--- src/rtl/serial_frame_rx.sv ---
// Bit-serial frame receiver: start(0), address, separator(1), data, MSB first.
// Completed frames are presented as a held address/data word on a valid/ready handshake.
module serial_frame_rx #(
  parameter int ADDR_W = 8,
  parameter int DATA_W = 64
) (
  input  logic              clk,
  input  logic              rst,
  input  logic              in,
  output logic [ADDR_W-1:0] addr_o,
  output logic [DATA_W-1:0] data_o,
  output logic              valid_o,
  input  logic              ready_i,
  output logic              busy_o,
  output logic              frame_err_o,
  output logic              overrun_o
);

  // state | meaning
  // IDLE  | line idle, waiting for a 0 start bit
  // ADDR  | shifting in ADDR_W address bits
  // SEP   | expecting the 1 separator bit
  // DATA  | shifting in DATA_W data bits, final bit completes the frame

  localparam int MAX_W = (ADDR_W > DATA_W) ? ADDR_W : DATA_W;
  localparam int CNT_W = $clog2(MAX_W + 1);

  typedef enum logic [1:0] {IDLE, ADDR, SEP, DATA} state_t;

  state_t            state;
  logic [CNT_W-1:0]  cnt;
  logic [ADDR_W-1:0] addr_sr;
  logic [DATA_W-1:0] data_sr;
  logic [DATA_W-1:0] data_next;
  logic              out_free;

  assign data_next = {data_sr[DATA_W-2:0], in};
  // The output word may be overwritten if empty or being consumed this very cycle.
  assign out_free  = !valid_o || ready_i;
  assign busy_o    = (state != IDLE);

  always_ff @(posedge clk) begin
    if (rst) begin
      state       <= IDLE;
      cnt         <= '0;
      addr_sr     <= '0;
      data_sr     <= '0;
      addr_o      <= '0;
      data_o      <= '0;
      valid_o     <= 1'b0;
      frame_err_o <= 1'b0;
      overrun_o   <= 1'b0;
    end else begin
      frame_err_o <= 1'b0;
      overrun_o   <= 1'b0;
      if (valid_o && ready_i) valid_o <= 1'b0;

      case (state)
        IDLE: begin
          if (!in) begin
            state <= ADDR;
            cnt   <= '0;
          end
        end
        ADDR: begin
          addr_sr <= {addr_sr[ADDR_W-2:0], in};
          if (cnt == CNT_W'(ADDR_W - 1)) begin
            state <= SEP;
            cnt   <= '0;
          end else begin
            cnt <= cnt + 1'b1;
          end
        end
        SEP: begin
          cnt <= '0;
          if (in) begin
            state <= DATA;
          end else begin
            frame_err_o <= 1'b1;
            state       <= IDLE;
          end
        end
        DATA: begin
          data_sr <= data_next;
          if (cnt == CNT_W'(DATA_W - 1)) begin
            state <= IDLE;
            cnt   <= '0;
            if (out_free) begin
              addr_o  <= addr_sr;
              data_o  <= data_next;
              valid_o <= 1'b1;
            end else begin
              overrun_o <= 1'b1;
            end
          end else begin
            cnt <= cnt + 1'b1;
          end
        end
        default: state <= IDLE;
      endcase
    end
  end

endmodule

--- config.mk ---
export PLATFORM = sky130hd
export DESIGN_NAME = serial_frame_rx
export DESIGN_NICKNAME = d
export VERILOG_FILES = /design/src/rtl/serial_frame_rx.sv
export SDC_FILE = /design/constraint.sdc
export NUM_CORES = 1
export LEC_CHECK = 0
export ABC_AREA = 1
export CAP_MARGIN = 40
export CORE_MARGIN = 2
export CORE_UTILIZATION = 25
export CTS_BUF_LIST = sky130_fd_sc_hd__clkbuf_4
export DETAILED_ROUTE_END_ITERATION = 8
export GPL_ROUTABILITY_DRIVEN = 0
export PLACE_DENSITY = 0.53
export SYNTH_ARGS = -nofsm -noshare
export SYNTH_HDL_FRONTEND = slang
export SYNTH_SLANG_ARGS = --single-unit
--- constraint.sdc ---
create_clock -name clk -period 2 [get_ports clk]
set_input_delay 0.5 -clock clk [delete_from_list [all_inputs] [get_ports clk]]
set_output_delay 0.5 -clock clk [all_outputs]
set_load 0.005 [all_outputs]
## After elaboration in Yosys (flattened, before gate mapping)

Cells that the tools add are included.

| storage, ports and cells | value |
|---|---|
| output and inout bits | 76 |
| bits of input ports | 4 |
| logic and storage cells | 45 |
| flip-flop bits (word level) | 155 |

| operators by class | value |
|---|---|
| $add $sub $neg | 1 |
| equality and inequality tests | 8 |
| bitwise logic cells | 3 |
| reduce and logical (&&, ||, !) cells | 9 |
| multiplexer cells | 15 |

Operators with widths:

| cell | count |
|---|---|
| 7-bit case mux with 4 select lines | 1 |
| 7-bit two-way mux | 3 |
| 2-bit two-way mux | 4 |
| 2-bit case mux with 4 select lines | 1 |
| 7-bit by 1-bit adder with 7-bit output (second input constant) | 1 |
| 7-bit by 3-bit equality test with 1-bit output (second input constant) | 1 |
| 7-bit by 6-bit equality test with 1-bit output (second input constant) | 1 |
| 1-bit two-way mux | 6 |
| 2-bit inequality test (second input constant) | 3 |
| 3-bit AND reduction | 2 |
| 2-bit equality test (second input constant) | 2 |
| 1-bit inverter | 3 |
| 3-bit OR reduction | 1 |
| 2-bit by 1-bit equality test with 1-bit output (second input constant) | 1 |
| 2-bit logical NOT | 1 |
| 2-bit nonzero test | 1 |
| 2-bit OR reduction | 1 |
| 1-bit logical AND | 1 |
| 1-bit logical NOT | 1 |
| 1-bit logical OR | 1 |

## Depth between registers and ports, before layout

Gate-level depths: netlist (run 1).

| depth | value |
|---|---|
| depth after elaboration | 5 |
| depth in mapped cells | 10 |
| depth with buffers taken out | 9 |

## Worst setup path after synthesis (run 1)

Ideal clock, no wire load.

| path | value |
|---|---|
| kind | reg-to-reg |
| start point | register cnt[0] |
| end point | register addr_o[0] |
| slack | 0.455 ns |
| required time | 1.887 ns |
| arrival | 1.432 ns |
| stages on the path, launching flop included | 11 |
| buffers on the path | 2 |
| library setup time | 0.113 ns |
| period minus slack after synthesis | 1.545 ns |
| cell sequence | dfxtp_1 > ha_1 > nand2_1 > nor2_2 > nand2_1 > inv_2 > nand3_4 > buf_6 > buf_6 > nor2_1 > nor2_1 |

| between the ends | value |
|---|---|
| longest elaborated chain between the ends | 2 |

RTL lines:

| item | line | source |
|---|---|---|
| start, declared | 31 | `logic [CNT_W-1:0] cnt;` |
| start signal, assigned | 71 | `cnt <= cnt + 1'b1;` |
| start signal, assigned | 96 | `cnt <= cnt + 1'b1;` |
| 7-bit by 6-bit equality test with 1-bit output | 85 | `if (cnt == CNT_W'(DATA_W - 1)) begin` |
| 3-bit AND reduction (no line) | - |  |
| end signal, assigned | 89 | `addr_o <= addr_sr;` |
| end, declared | 10 | `output logic [ADDR_W-1:0] addr_o,` |

Every way passes these cells.
A chain may end at the register's enable or synchronous reset.

## Final worst setup path (run 1)

| path | value |
|---|---|
| start point | register data_o[17] |
| end point | output data_o[17] |

RTL lines:

| item | line | source |
|---|---|---|
| start, declared | 11 | `output logic [DATA_W-1:0] data_o,` |
| start signal, assigned | 90 | `data_o <= data_next;` |

No word-level cell between the ends.

==> results of run 1 <==
worst reg2reg max path, stage by stage (launching register included):
cell and delay (ns):
dfxtp_2 0.41, ha_1 0.18, nand2_1 0.09, nor2_2 0.13
nand2_1 0.13, inv_2 0.11, nand3_4 0.09, buf_12 0.19
buf_12 0.19, nor2_1 0.11, nor2_1 0.05
repair_timing:
action	in CTS	in global routing
endpoints found under the hold margin	0	0
endpoints found under the setup margin	18	49
gates resized for setup	24	45
setup buffers	2	4
power breakdown:
group	leakage, nW	internal (mW)	total [mW]	switching (mW)
clock	0.149	0.861	1.98	1.12
combinational	2.35	0.223	0.637	0.414
sequential	1.28	3.32	3.48	0.159
total	3.78	4.40	6.09	1.69
sequential cells by signal, summed over array words and instances (netlist names):
| signal | cells |
|---|---|
| frame_err_o | 1 |
| valid_o | 1 |
| data_sr | 63 |
| state | 2 |
| overrun_o | 1 |
| cnt | 7 |
| addr_o | 8 |
| data_o | 64 |
| addr_sr | 8 |
per-stage QoR:
| stage | instances | setup WS, ns |
|---|---|---|
| 6_report | 1250 | 0.0975 |
| 3_5_place_dp | 1213 | 0.108 |
| 2_1_floorplan | 844 | 0.455 |
| 4_1_cts | 1246 | 0.000171 |
| 3_3_place_gp | 1213 | 0.114 |
| 5_1_grt | 1250 | 0.0000659 |
worst min path at each step:
stage / endpoint / cells after the start / slack [ns]
after floorplan: data_sr[23]$_SDFFE_PP0P_ / 2 / 0.43
after global placement: data_sr[41]$_SDFFE_PP0P_ / 2 / 0.45
after detailed placement: data_sr[49]$_SDFFE_PP0P_ / 2 / 0.45
after CTS: data_sr[49]$_SDFFE_PP0P_ / 2 / 0.47
after global routing: data_sr[34]$_SDFFE_PP0P_ / 2 / 0.49
final: data_sr[49]$_SDFFE_PP0P_ / 2 / 0.46
cell usage in the layout, fill, tap and decap left out:
master           count
a21oi_1             70
buf_12               6
buf_4               17
bufinv_16            3
clkbuf_4            18
clkdlybuf4s50_1     59
clkinv_1             3
clkinv_2             3
clkinv_4             2
clkinvlp_4           3
dfxtp_1            109
dfxtp_2             44
dfxtp_4              2
dlygate4sd2_1        7
dlymetal6s2s_1      13
ha_1                 1
inv_1              133
inv_2                2
inv_4                1
nand2_1            174
nand2_4              1
nand3_1             10
nand3_4              1
nand3b_1             1
nor2_1             169
nor2_2               2
nor3_1               2
o21ai_0             74
xor2_1               1
layout make-up:
cell class	count	area [µm²]	area share, %
Multi-Input combinational cell	506	2140	28.2
Clock buffer	18	135	1.79
Tap cell	319	399	5.27
Sequential cell	155	3170	41.8
Inverter	137	517	6.83
Timing Repair Buffer	102	1060	14.0
Clock inverter	13	153	2.02
routing by layer:
metal  vias to the layer above  global-route usage (%)  share of wire, %
met2                        73                    16.3                43
met3                        12                    3.21               4.5
met5                         -                       0                 0
met4                         0                    4.13               1.6
met1                      2151                    13.7                51
li1                       2689                       -                 -
cell families after synthesis:
family | count (synthesis) | synth area share (%)
and+or+nand+nor | 360 | 23.2
buffers and inverters | 183 | 12.6
DFF | 155 | 51.9
adders and majority gates | 1 | 0.209
AOI/OAI and AO/OA | 144 | 12.0
xor gates and xnor gates | 1 | 0.146
==> flow_summary.toml, run 1 <==
[power]
p_per_area_nw_per_um2 = 805
vdd.ir_drop.worst_v = 0.000337
leakage_nw = 3.78
total_power_mw = 6.09

[critical_path]
crit_buf_inv = 1
crit_fanout = 2
path_delay_family = "buffers and inverters"
crit_path_start = "data_o[17]$_SDFFE_PP0P_"
timing.rr.start = "cnt[0]$_SDFFE_PP0P_"
cp-end-kind = "primary output"
start_kind = "flop"
crit_path_max_incr_delay_ns = 0.50
endpoint = "data_o[17]"
r2r_end = "data_o[32]$_SDFFE_PP0P_"
worst-path-stages = 1
critical_path.cell_chain = "clkdlybuf4s50_1"
reg2reg_depth = 10
cp.arrival_ns = 1.40
slowest_stage = "clkdlybuf4s50_1"
worstPathRequired_ns = 1.50
crit_type = "flop to primary output"
reg2reg_slack_ns = 0.24

[finish]
syn2layout_area_growth_pct = 26.5
fillers = 2562
drive_gt1_share_pct = 11.3
post-route-util_pct = 32.2
nets = 924
final_area_um2 = 7570
num_antenna_cells = 0

[detailed_routing]
ant_nets = 0
wl_per_cell_um = 10.3
drt-vias-per-instance = 3.94
drc = 0
dr.first_iter.drc_count = 237
routed_wl_um = 12900
drt_pass1_iterations = 4
vias = 4925

[floorplan]
dieArea_um2 = 25200
die_w_um = 159
ios = 80
rows = 56
core_area_um2 = 23500
fp.dieH_um = 159
start_util_pct = 25.5

[clocking]
numCtsBuffers = 17
cts-root-buf = "clkbuf_4"
clkLatencyLatePin_ns = 0.55
cts-htree-levels = 4
clock_path_buffers = 2
cts.sinks = 155
ctsHoldBuffers = 0
cts_tree = "built"
path_clk_slew_ns = 0.14

[sta]
rsz0062_at_grt = "no"
fin_skew_ns = 0.0198
max_freq_mhz = 526
setup_viol = 0
hold_viol = 0
slew_headroom_pct = 40.0
tns_ns = 0
holdWs_ns = 0.463
drv_slew = 0
finalCritPeriodShare_pct = 95.1
tightestPinTransition_ns = 0.900
period_minus_slack_ns = 1.90

[global_routing]
grt_first_pass_wirelength_um = 21900
overflow = 0
antenna_found_initial = 0
track_usage_pct = 10.5
grt_max_degree = 101
first_global_vias = 4559

[logic_synthesis]
synth_cells = 844
synth_seq_cells = 155
synth_edf_count = 0
synth_nets = 849
yosys_warnings = 0
syn_area_per_cell_um2 = 7.09
yosysTopAreaCell = "dfxtp_1"
synth_commonest_cells = "nand2_1 (175), nor2_1 (170), dfxtp_1 (155)"
synth_most_common_cell = "nand2_1"
async_reset_ff_share_pct = 0
yosys-top-cells-area = "dfxtp_1 (52%), nand2_1 (11%), nor2_1 (11%)"
syn_area_um2 = 5980
synth_ff_type = "dfxtp_1"
synth_top_cell_area_share_pct = 51.9
ys_seq_area_share_pct = 51.9
post_synth_num_cell_types = 18

[min_path]
worstHoldStart = "data_sr[49]$_SDFFE_PP0P_"
hp-class = "flop to flop"

[job]
cap_violations = 0

[placement]
dpl-instance-area_um2 = 7150
place_hpwl_um = 7870
port-buffer-count = 79

[outcome]
status = "finished, final reports clean"
(Power assumes the default switching activity.)
==> run 2: changes to the inputs <==
--- a/config.mk
+++ b/config.mk
@@ -7,3 +7,2 @@
 export LEC_CHECK = 0
-export ABC_AREA = 1
 export CAP_MARGIN = 40
@@ -15,2 +14,3 @@
 export PLACE_DENSITY = 0.53
+export SKIP_LAST_GASP = 1
 export SYNTH_ARGS = -nofsm -noshare
==> constraint.sdc (replaced) <==
create_clock -name clk -period 2 [get_ports clk]
set_input_delay 0.4 -clock clk [delete_from_list [all_inputs] [get_ports clk]]
set_output_delay 0.4 -clock clk [all_outputs]
set_load 0.005 [all_outputs]
==> flow_summary.toml, run 2 <==
[global_routing]
grt_max_degree = 70
overflow = 0
track_usage_pct = 11.1
antenna_found_initial = 0
grt_first_pass_wirelength_um = 21500
first_global_vias = 4308

[placement]
port-buffer-count = 79
place_hpwl_um = 7500

[sta]
setup_viol = 0
tns_ns = 0
hold_viol = 0
slew_headroom_pct = 63.3
drv_slew = 0
period_minus_slack_ns = 1.84
fin_skew_ns = 0.0146
rsz0062_at_grt = "no"
finalCritPeriodShare_pct = 92.0
tightestPinTransition_ns = 0.550
max_freq_mhz = 543
holdWs_ns = 0.281

[power]
p_int_mw = 4.11
pwr-share-seq_pct = 58.6
share_comb_of_total_power_pct = 2.1
p_sw_share_pct = 22.1
p_switching_mw = 1.17
vdd.ir_drop.worst_v = 0.000468
leakage_nw = 2.16
power_frac_clock_pct = 39.3
p_per_area_nw_per_um2 = 766

[critical_path]
crit_fanout = 4
reg2reg_slack_ns = 0.27
cp-end-kind = "primary output"
crit_type = "flop to primary output"
timing.rr.start = "cnt[0]$_SDFFE_PP0P_"
reg2reg_depth = 6
cp.arrival_ns = 1.44
r2r_end = "data_o[11]$_SDFFE_PP0P_"
worstPathRequired_ns = 1.60
start_kind = "flop"

[finish]
max_flop_register = "data_o"
syn2layout_area_growth_pct = 26.0
reg_top3 = "data_o: 64 flops, data_sr: 63 flops"
drive_gt1_share_pct = 6.37
largest_reg_flops = 64
num_antenna_cells = 0
final_common_cell = "nand2_1"
nets = 763
mostFrequentLayoutCells = "nand2_1 (291), dfxtp_1 (154), a21oi_1 (149)"

[detailed_routing]
drc = 0
vias = 4527
routed_wl_um = 12600
wl_per_cell_um = 12.0
dr.first_iter.drc_count = 138
drt-vias-per-instance = 4.32
drt_pass1_iterations = 6
ant_nets = 0

[clocking]
cts_tree = "built"
clock_path_buffers = 2
path_clk_slew_ns = 0.13
clkLatencyLatePin_ns = 0.52
cts.sinks = 155
numCtsBuffers = 17
cts-root-buf = "clkbuf_4"
cts-htree-levels = 4

[logic_synthesis]
yosys_warnings = 0
syn_area_um2 = 5470
synth_seq_cells = 155
yosysTopAreaCell = "dfxtp_1"
async_reset_ff_share_pct = 0
synth_edf_count = 0
syn_area_per_cell_um2 = 7.86
synth_cells = 696
ys_seq_area_share_pct = 56.7
synth_ff_type = "dfxtp_1"
synth_nets = 701
synth_commonest_cells = "nand2_1 (292), dfxtp_1 (155), a21oi_1 (149)"
yosys-top-cells-area = "dfxtp_1 (57%), nand2_1 (20%), a21oi_1 (14%)"
synth_most_common_cell = "nand2_1"
post_synth_num_cell_types = 32
synth_top_cell_area_share_pct = 56.7

[min_path]
worstHoldStart = "rst"
holdPathStages = 2
min_to = "cnt[1]$_SDFFE_PP0P_"
hp-class = "input port to flop"

[job]
cap_violations = 0

[floorplan]
dieArea_um2 = 23100
die_w_um = 152
ios = 80
fp.dieH_um = 152
core_area_um2 = 21600
rows = 54
start_util_pct = 25.3

[outcome]
status = "finished, final reports clean"
==> run 2: cell types whose count changed in the layout (fill, tap and decap cells not counted), sizes merged, moves of 8 or more <==
cell / before / now
a21oi: 70 / 149
buf: 23 / 15
clkdlybuf4s50: 59 / 77
dlymetal6s2s: 13 / 0
inv: 136 / 3
nand2: 175 / 292
nor2: 171 / 6
o21ai: 74 / 7
==> run 2: worst max-delay path by stage <==
stage / from / to / slack, ns / depth (start not counted)
detailed placement: ready_i / data_o[40]$_SDFFE_PP0P_ / 0.12 / 6
global route: addr_o[7]$_SDFFE_PP0P_ / addr_o[7] / 0.04 / 1
finish: state[1]$_SDFFE_PP0P_ / busy_o / 0.16 / 2
floorplan: cnt[0]$_SDFFE_PP0P_ / data_o[17]$_SDFFE_PP0P_ / 0.45 / 6
CTS: addr_o[7]$_SDFFE_PP0P_ / addr_o[7] / 0.08 / 1
global placement: ready_i / data_o[14]$_SDFFE_PP0P_ / 0.15 / 6
==> run 2: layout make-up <==
| type | count | area [µm²] |
|---|---|---|
| clock buffers | 18 | 135 |
| clock inverters | 12 | 173 |
| fillers | 2330 | 14700 |
| inverters | 1 | 3.75 |
| multi-input cells | 490 | 2160 |
| flip-flops and latches | 155 | 3110 |
| well taps | 280 | 350 |
| repair buffers | 93 | 967 |
==> run 2: worst max-delay path: stages, from the launching register on <==
cell and delay, ns:
dfxtp_4 0.38, or2_2 0.29, dlygate4sd2_1 0.26
==> run 2: cells by family (layout without fill, tap and decap cells) <==
family | after synthesis | count (layout) | share of synthesized area (%)
AOI/OAI and AO/OA | 161 | 161 | 14.9
adders and majority gates | 1 | 1 | 0.229
and+or+nand+nor | 325 | 325 | 23.7
xor gates and xnor gates | 3 | 3 | 0.480
buffers and inverters | 51 | 124 | 3.91
DFF | 155 | 155 | 56.7
==> run 2: metrics by stage <==
| stage | worst slack, ns | instances | utilization (%) | instance area, µm² | total power, mW |
|---|---|---|---|---|---|
| detailed placement | 0.125 | 1018 | 30.4 | 6580 | 3.28 |
| global placement | 0.152 | 1018 | 30.4 | 6580 | 3.28 |
| floorplan | 0.455 | 696 | - | 5470 | 3.24 |
| global route | 0.0353 | 1049 | 31.9 | 6900 | 5.55 |
| CTS | 0.0787 | 1049 | 31.9 | 6900 | 5.38 |
| finish | 0.159 | 1049 | 31.9 | 6900 | 5.28 |
==> run 2: per-layer routing <==
| layer | wire (µm) | vias to the layer above | global-route usage (%) | part of all wire (%) |
|---|---|---|---|---|
| met5 | 0 | - | 0 | 0 |
| met2 | 5710 | 62 | 17.8 | 45 |
| met4 | 109 | 0 | 3.07 | 0.87 |
| li1 | - | 2381 | - | - |
| met3 | 499 | 7 | 3.74 | 4.0 |
| met1 | 6270 | 2077 | 14.3 | 50 |
==> run 2: power groups by stage <==
stage,combinational [mW],clock (mW),sequential [mW]
after floorplan,0.0760,0,3.16
after global routing,0.123,2.33,3.10
after detailed placement,0.114,0,3.17
final,0.112,2.07,3.10
after CTS,0.113,2.17,3.10
after global placement,0.114,0,3.17
==> run 2: repair_timing <==
item,4_1_cts,5_1_grt
resized for setup,3,0
setup buffers,1,0
hold buffers,0,0
endpoints found under the setup margin,1,0
==> run 3: changes to the inputs <==
Settings changed: CORE_MARGIN 2 to unset.
==> flow_summary.toml, run 3 (synthesis gave the netlist of run 2 again) <==
[finish]
drive_gt1_share_pct = 6.74
syn2layout_area_growth_pct = 25.2
nets = 764
mostFrequentLayoutCells = "nand2_1 (291), dfxtp_1 (153), a21oi_1 (149)"
largest_reg_flops = 64
final_area_um2 = 6850
num_antenna_cells = 0
max_flop_register = "data_o"
reg_top3 = "data_o: 64 flops, data_sr: 63 flops"
final_common_cell = "nand2_1"
fillers = 2298

[global_routing]
grt_max_degree = 65
overflow = 0
first_global_vias = 4268
grt_first_pass_wirelength_um = 21000
antenna_found_initial = 0
track_usage_pct = 11.7

[floorplan]
die_w_um = 150
fp.dieH_um = 150
dieArea_um2 = 22500
start_util_pct = 25.8
ios = 80
rows = 53
core_area_um2 = 21200

[critical_path]
reg2reg_depth = 6
reg2reg_slack_ns = 0.30
crit_type = "flop to primary output"
cp.arrival_ns = 1.43
start_kind = "flop"
endpoint = "busy_o"
slowest_stage = "dfxtp_4"
crit_path_start = "state[1]$_SDFFE_PP0P_"
crit_path_max_incr_delay_ns = 0.36
critical_path.cell_chain = "or2_2 -> dlygate4sd2_1"
r2r_end = "addr_o[7]$_SDFFE_PP0P_"
worstPathRequired_ns = 1.60
cp-end-kind = "primary output"
timing.rr.start = "cnt[1]$_SDFFE_PP0P_"
crit_fanout = 2

[sta]
finalCritPeriodShare_pct = 91.3
hold_viol = 0
rsz0062_at_grt = "no"
tightestPinTransition_ns = 0.539
fin_skew_ns = 0.0273
tns_ns = 0
period_minus_slack_ns = 1.83
drv_slew = 0
slew_headroom_pct = 64.0
max_freq_mhz = 548
setup_viol = 0

[detailed_routing]
drt-vias-per-instance = 4.37
routed_wl_um = 12600
drt_pass1_iterations = 4
drc = 0
wl_per_cell_um = 12.1
dr.first_iter.drc_count = 203
vias = 4567
ant_nets = 0

[outcome]
status = "finished, final reports clean"

[clocking]
clock_path_buffers = 2
cts-htree-levels = 4
ctsHoldBuffers = 0
numCtsBuffers = 17
cts-root-buf = "clkbuf_4"
clkLatencyLatePin_ns = 0.53
cts_tree = "built"
cts.sinks = 155
path_clk_slew_ns = 0.13

[power]
vdd.ir_drop.worst_v = 0.000328
p_per_area_nw_per_um2 = 741
leakage_nw = 2.14

[job]
cap_violations = 0

[min_path]
hp-class = "input port to flop"

[placement]
port-buffer-count = 79
dpl-instance-area_um2 = 6570
place_hpwl_um = 7620
run 3: critical path: cells and delay by family, from the launching register on:
kind	cells	cell delay, ns
flops	1	0.36
simple gates	1	0.29
buf+inv	1	0.26
run 3: layout make-up:
class	count	area [µm²]	area share, %
tap	275	344	5.02
sequential	155	3110	45.4
clock inverter	11	121	1.77
multi-input combinational	490	2160	31.5
inverter	1	3.75	0.0548
clock buffer	20	150	2.19
timing repair buffer	94	962	14.0
run 3: layer usage:
metal / vias up / part of all wire, % / GRT usage (%)
li1: 2381 / - / -
met1: 2100 / 49 / 15.3
met2: 79 / 46 / 18.6
met3: 7 / 4.5 / 3.66
met4: 0 / 0.79 / 3.18
met5: - / 0 / 0
run 3: worst min-delay path by stage:
stage	from	end	slack, ns	cells after the start
after floorplan	addr_sr[7]$_SDFFE_PP0P_	addr_o[7]$_SDFFE_PP0P_	0.43	2
after global placement	data_o[24]$_SDFFE_PP0P_	data_o[24]$_SDFFE_PP0P_	0.44	2
after detailed placement	data_o[53]$_SDFFE_PP0P_	data_o[53]$_SDFFE_PP0P_	0.45	2
after CTS	rst	data_o[42]$_SDFFE_PP0P_	0.21	2
after global routing	rst	data_o[10]$_SDFFE_PP0P_	0.21	2
final	rst	data_o[42]$_SDFFE_PP0P_	0.27	2
run 3: where the power goes:
part | total, mW | switching (mW) | leakage, nW | internal, mW
combinational | 0.112 | 0.0792 | 0.755 | 0.0329
clock | 1.87 | 1.09 | 0.141 | 0.774
sequential | 3.10 | 0.00596 | 1.25 | 3.09
run 3: what timing repair did:
item / in CTS / in global routing
gates resized for setup: 4 / 0
buffers inserted: 1 / 0
endpoints found under the setup margin: 1 / 0
run 3: through the flow:
step	hold WS, ns	instances	utilization (%)	setup slack [ns]	total power [mW]
2_1_floorplan	0.432	696	-	0.455	3.24
6_report	0.269	1046	32.3	0.174	5.07
3_5_place_dp	0.448	1014	30.9	0.131	3.28
3_3_place_gp	0.444	1014	30.9	0.153	3.28
5_1_grt	0.212	1046	32.3	0.0352	5.31
4_1_cts	0.209	1046	32.3	0.0863	5.18
